==> config.mk <==
export PLATFORM = sky130hd
export DESIGN_NAME = intr_ctrl
export DESIGN_NICKNAME = d
export VERILOG_FILES = /design/src/rtl/intr_ctrl.sv
export SDC_FILE = /design/constraint.sdc
export NUM_CORES = 1
export LEC_CHECK = 0
export ABC_CLOCK_PERIOD_IN_PS = 2750
export CORE_MARGIN = 2
export CORE_UTILIZATION = 30
export CTS_CLUSTER_SIZE = 14
export DETAILED_ROUTE_END_ITERATION = 12
export GPL_ROUTABILITY_DRIVEN = 0
export SYNTH_ARGS = -nofsm -noshare
export SYNTH_HDL_FRONTEND = slang
export SYNTH_SLANG_ARGS = --single-unit
==> constraint.sdc <==
create_clock -name ph1 -period 2.75 [get_ports ph1]
set_input_delay 0.55 -clock ph1 [delete_from_list [all_inputs] [get_ports ph1]]
set_output_delay 0.55 -clock ph1 [all_outputs]
set_load 0.03 [all_outputs]
==> src/rtl/intr_ctrl.sv <==
// Eight-input priority interrupt controller with request/vector/ack handshake,
// edge/level capture, software mask and nested in-service tracking.
module intr_ctrl #(
    parameter int unsigned NIRQ    = 8,
    parameter logic [31:0] BASEADR = 32'hFFFF_FF00
) (
    input  logic            ph1,
    input  logic            reset,
    input  logic [NIRQ-1:0] interrupts,
    input  logic            memwrite,
    input  logic [31:0]     dataadr,
    input  logic [31:0]     writedata,
    output logic [31:0]     readdata,
    output logic            irqreq,
    output logic [2:0]      irqvec,
    input  logic            irqack
);

    typedef enum logic [1:0] {StIdle, StReq, StAckd} state_e;

    localparam logic [2:0] OffMask  = 3'd0;
    localparam logic [2:0] OffPend  = 3'd1;
    localparam logic [2:0] OffInsrv = 3'd2;
    localparam logic [2:0] OffEoi   = 3'd3;
    localparam logic [2:0] OffEdge  = 3'd4;

    state_e state_q, state_d;

    logic [NIRQ-1:0] sync1_q, s2_q, s3_q;
    logic [NIRQ-1:0] mask_q, mask_d;
    logic [NIRQ-1:0] pend_q, pend_d;
    logic [NIRQ-1:0] insrv_q, insrv_d;
    logic [NIRQ-1:0] edge_q, edge_d;
    logic [2:0]      vec_q, vec_d;

    logic            win_sel, wr_en;
    logic [2:0]      off;
    logic [NIRQ-1:0] wdata;
    logic [NIRQ-1:0] insrv_low, allowed, cand;
    logic [NIRQ-1:0] w1c, ack_bit, rise;
    logic            eoi, ack_ev, win_valid, vec_is_cand;
    logic [2:0]      win_idx;
    logic            unused_bits;

    assign unused_bits = ^{writedata[31:NIRQ], dataadr[1:0]};

    // Bus decode
    assign win_sel = (dataadr[31:5] == BASEADR[31:5]);
    assign wr_en   = memwrite & win_sel;
    assign off     = dataadr[4:2];
    assign wdata   = writedata[NIRQ-1:0];
    assign eoi     = wr_en && (off == OffEoi);
    assign w1c     = (wr_en && (off == OffPend)) ? wdata : '0;

    // Only sources strictly more urgent than the most urgent in-service one may compete.
    assign insrv_low = insrv_q & (~insrv_q + 1'b1);
    assign allowed   = (insrv_q == '0) ? '1 : (insrv_low - 1'b1);
    assign cand      = pend_q & mask_q & allowed;

    always_comb begin
        win_valid = 1'b0;
        win_idx   = '0;
        for (int i = NIRQ - 1; i >= 0; i--) begin
            if (cand[i]) begin
                win_valid = 1'b1;
                win_idx   = i[2:0];
            end
        end
    end

    assign vec_is_cand = cand[vec_q];
    assign ack_ev      = (state_q == StReq) && irqack;
    assign ack_bit     = ack_ev ? ({{(NIRQ-1){1'b0}}, 1'b1} << vec_q) : '0;
    assign rise        = s2_q & ~s3_q;

    // Register next-state: edge capture beats W1C/ack; ack set beats EOI clear.
    always_comb begin
        mask_d  = mask_q;
        edge_d  = edge_q;
        pend_d  = (edge_q & ((pend_q & ~w1c & ~ack_bit) | rise)) | (~edge_q & s2_q);
        insrv_d = (eoi ? (insrv_q & ~insrv_low) : insrv_q) | ack_bit;
        if (wr_en && (off == OffMask)) begin
            mask_d = wdata;
        end
        if (wr_en && (off == OffEdge)) begin
            edge_d = wdata;
        end
    end

    always_ff @(posedge ph1 or posedge reset) begin
        if (reset) begin
            sync1_q <= '0;
            s2_q    <= '0;
            s3_q    <= '0;
            mask_q  <= '0;
            pend_q  <= '0;
            insrv_q <= '0;
            edge_q  <= '1;
            vec_q   <= '0;
        end else begin
            sync1_q <= interrupts;
            s2_q    <= sync1_q;
            s3_q    <= s2_q;
            mask_q  <= mask_d;
            pend_q  <= pend_d;
            insrv_q <= insrv_d;
            edge_q  <= edge_d;
            vec_q   <= vec_d;
        end
    end

    // FSM state register
    always_ff @(posedge ph1 or posedge reset) begin
        if (reset) begin
            state_q <= StIdle;
        end else begin
            state_q <= state_d;
        end
    end

    // FSM next state; the vector is latched only when leaving IDLE so it stays stable in REQ.
    always_comb begin
        state_d = state_q;
        vec_d   = vec_q;
        unique case (state_q)
            StIdle: begin
                if (win_valid) begin
                    state_d = StReq;
                    vec_d   = win_idx;
                end
            end
            StReq: begin
                if (irqack) begin
                    state_d = StAckd;
                end else if (!vec_is_cand) begin
                    state_d = StIdle;
                end
            end
            StAckd:  state_d = StIdle;
            default: state_d = StIdle;
        endcase
    end

    // FSM outputs
    always_comb begin
        irqreq = (state_q == StReq);
        irqvec = vec_q;
    end

    always_comb begin
        readdata = '0;
        if (win_sel) begin
            unique case (off)
                OffMask:  readdata = {{(32-NIRQ){1'b0}}, mask_q};
                OffPend:  readdata = {{(32-NIRQ){1'b0}}, pend_q};
                OffInsrv: readdata = {{(32-NIRQ){1'b0}}, insrv_q};
                OffEdge:  readdata = {{(32-NIRQ){1'b0}}, edge_q};
                default:  readdata = '0;
            endcase
        end
    end

endmodule

==> results of run 1 <==
## layout by cell type (no fill, tap or decap), types with 9 or more instances in the layout
master | Yosys | layout
nand2_1 | 38 | 38
nor2_1 | 27 | 19
buf_4 | 24 | 27
clkbuf_8 | 0 | 9
dfrtp_1 | 53 | 53
conb_1 | 1 | 24
mux2_2 | 17 | 17
clkdlybuf4s50_1 | 0 | 46
nand3_1 | 17 | 16
buf_6 | 3 | 9
## worst max-delay path: cells and delay by family
kind | cells | cell delay [ns]
AO/OA/AOI/OAI | 1 | 0.09
buffers and inverters | 3 | 0.37
AND/OR/NAND/NOR | 4 | 1.15
## Yosys cell counts (all sizes together), types with 3 or more instances
cell,n,area share [%]
o31ai,3,0.74
and3b,3,0.86
dfstp,8,6.9
a21oi,4,0.66
and2,3,0.61
o21ai,15,2.5
o21a,3,0.74
nand4,9,2.0
buf,30,7.4
nand3,17,2.8
mux2i,8,2.6
dfrtp,53,43
a31oi,6,1.2
nor3,4,0.66
nor2b,6,1.2
nor3b,8,2.0
clkbuf,5,0.61
and3,4,0.82
nor2,27,3.3
nand2,38,4.7
mux2,18,6.6
a2bb2oi,6,1.7
## flip-flops by register name, summed over array words and instances (netlist names)
| signal | cells |
|---|---|
| insrv_q | 8 |
| mask_q | 8 |
| s3_q | 8 |
| pend_q | 8 |
| edge_q | 8 |
| s2_q | 8 |
| sync1_q | 8 |
| state_q | 2 |
| irqvec | 3 |
## layout make-up
| type | count | share of cell area [%] |
|---|---|---|
| flip-flops and latches | 61 | 35.6 |
| multi-input cells | 227 | 35.2 |
| repair buffers | 92 | 20.1 |
| well taps | 133 | 3.86 |
| clock buffers | 9 | 2.87 |
| clock inverters | 7 | 2.29 |
| inverters | 1 | 0.0870 |
## worst max path at each step
stage / from / end / slack [ns] / depth (start not counted)
finish: dataadr[6] / readdata[4] / 0.04 / 8
global placement: dataadr[6] / readdata[3] / -0.47 / 8
floorplan: dataadr[6] / readdata[0] / -0.06 / 5
detailed placement: dataadr[6] / readdata[1] / -0.52 / 8
CTS: dataadr[4] / readdata[1] / 0.02 / 9
global route: dataadr[6] / readdata[2] / -0.01 / 8
## repair_timing
action,in CTS,in global routing
pin swaps,4,7
endpoints found under the setup margin,8,23
cloned,0,1
setup buffers,9,2
gates resized for setup,23,42
## logic make-up (layout without fill, tap and decap cells)
family / after synthesis / after routing / share of synthesized area [%]
multiplexers: 26 / 26 / 9.26
other: 1 / 24 / 0.123
buffers and inverters: 36 / 109 / 8.15
AO/OA/AOI/OAI: 49 / 49 / 10.9
AND/OR/NAND/NOR: 128 / 128 / 21.3
flip-flops: 61 / 61 / 50.3
## layer usage
metal	vias up	global-route usage (%)	share of wire, %
met4	0	3.43	0.95
met3	7	4.43	4.1
met2	61	22.2	50
li1	1217	-	-
met5	-	0	0
met1	1237	18.2	45
## power by group through the flow
stage | Clock (mW) | Combinational (mW) | Sequential [mW]
after CTS | 0.915 | 0.187 | 0.932
after floorplan | 0 | 0.115 | 0.946
after global placement | 0 | 0.183 | 0.948
after global routing | 0.961 | 0.210 | 0.935
after detailed placement | 0 | 0.186 | 0.949
final | 0.887 | 0.194 | 0.933
==> summary.txt, run 1 <==
Detailed routing
  – Drc violations: 0
  – WL/cell: 14.2 um
  – Initial DRT Pass Iterations: 4
  – Via count: 2522
  – DR vias/cell: 4.76
  – Post-Route WL: 7510 um
  – DRT iter0 DRCs: 120
  – Routed Antenna Nets: 0

Logic synthesis
  – Number of flops mapped to enable cells by yosys: 0
  – Synthesized flop and latch total: 61
  – Seq/Total Area, Yosys: 50.3%
  – Asr flop ratio synth: 100%
  – Mapped Area: 3050 um2
  – Avg Inst Size Synth: 10.1 um2
  – Syn Inst Count: 301
  – Yosys cell types: 48
  – Yosys synthesis warning count: 0
  – Top_reg_cell synth: dfrtp_1

STA
  – RSZ-0062 raised after global routing: yes
  – Achievable Freq: 369 MHz
  – Final worst setup slack: 0.0403 ns
  – Final max-slew violation count: 0
  – Setup TNS: 0 ns
  – Hold slack: 0.349 ns
  – Slew Limit Headroom: 66.3%
  – Clk_skew: 0.00717 ns
  – Final hold vios: 0
  – Crit share post-route: 98.5%
  – Least-Margin Pin Slew: 0.501 ns
  – Final Setup Violations: 0
  – Shortest period the worst path allows: 2.71 ns

Clocking
  – CTS H-tree lvls: 3
  – Hold-fix buffers, CTS: 0
  – CTS tree: built
  – Clk_lat worst skew: 0.34 ns
  – CTS max path bufs: 2
  – Num Clock Sinks: 61
  – Reg clk slew, reported paths: 0.07 ns
  – TritonCTS buffer count: 9
  – Clock root buffer: clkbuf_8

Worst setup path
  – Max FO, Critical Path: 5
  – Critical R2R Launch: insrv_q[1]$_DFF_PP0_
  – Worst r2r dst: irqvec[0]$_DFFE_PP0P_
  – R2R cell count: 5
  – Critical path arrival: 2.16 ns
  – Crit-path most repeated cell: buf_6
  – WS Path Type: in -> out
  – Critical-path cell list: clkbuf_2 -> or4b_4 -> nor4_4 -> and2_4 -> o21ai_4 -> buf_6 -> nor2_4 -> buf_6
  – Critical path launch point type: primary input
  – Critical Path RT: 2.20 ns
  – Slowest-stage cell, CP: or4b_4
  – Reg2Reg Setup Slack: 0.36 ns
  – Crit. End Element: output port
  – Slowest stage delay, CP: 0.54 ns

Min path
  – Hold Path Stages: 0
  – Hold worst-path end: s2_q[7]$_DFF_PP0_
  – Hold Startpoint: sync1_q[7]$_DFF_PP0_
  – Worst Hold Class: reg -> reg

GRT
  – GRT Util Overall: 13.9%
  – Vias in the first global route: 2434
  – Initial antenna violation count: 0
  – Largest net degree at the start of global routing: 62
  – GRT overflow: 0
  – First-pass GRT wire length: 12000 um

Floorplan
  – Initial core utilization: 31.1%
  – Die Area: 11000 um2
  – FP Rows: 36
  – Core Region: 9820 um2
  – Die height: 105 um
  – Ports: 112
  – Chip Width: 105 um

Layout
  – Fin util: 44.0%
  – Area delta synth->final: 41.3%
  – Fillers: 951
  – Register area: 1540 um2
  – Nets: 468
  – Number of antenna diodes: 0
  – Post-route non-filler standard cell count: 530
  – Share of post-route cells with drive strength above 1: 28.5%
  – Area of the multi-input gates: 1520 um2
  – Post-route cell area: 4320 um2

Power
  – Sequential Power Share: 46.3%
  – Combinational power share: 9.6%
  – Switching power: 491 uW
  – Power Internal: 1.52 mW
  – Tot Pwr: 2.01 mW
  – Sw frac: 24.4%
  – PD cells: 466 nW/um2
  – Clk pwr share: 44.0%
  – Leakage power: 1.94 nW
  – Max IR drop VDD: 259 uV

Placed design
  – Placed instance area: 3820 um2
  – Placed insts: 502
  – Worst slack, placed: -0.523 ns
  – PortBufs: 61
  – DP HPWL: 5250 um

Outcome
  – Status: finished, final reports clean

Run
  – Max Cap Viol: 0
Note: power is estimated with default switching activity, not from simulation.
==> run 2, diff against run 1 <==
--- a/config.mk
+++ b/config.mk
@@ -11,6 +11,7 @@
 export CTS_CLUSTER_SIZE = 14
 export DETAILED_ROUTE_END_ITERATION = 12
 export GPL_ROUTABILITY_DRIVEN = 0
+export SLEW_MARGIN = 20
 export SYNTH_ARGS = -nofsm -noshare
 export SYNTH_HDL_FRONTEND = slang
 export SYNTH_SLANG_ARGS = --single-unit
==> results of run 2 <==
Same layout as run 1: the final DEF is identical, and so are final timing and power.
==> run 3, diff against run 2 <==
--- a/config.mk
+++ b/config.mk
@@ -10,7 +10,7 @@
 export CORE_UTILIZATION = 30
 export CTS_CLUSTER_SIZE = 14
 export DETAILED_ROUTE_END_ITERATION = 12
-export GPL_ROUTABILITY_DRIVEN = 0
+export GPL_ROUTABILITY_DRIVEN = 1
 export SLEW_MARGIN = 20
 export SYNTH_ARGS = -nofsm -noshare
 export SYNTH_HDL_FRONTEND = slang
==> results of run 3 <==
Same layout as run 1: the final DEF is identical, and so are final timing and power.
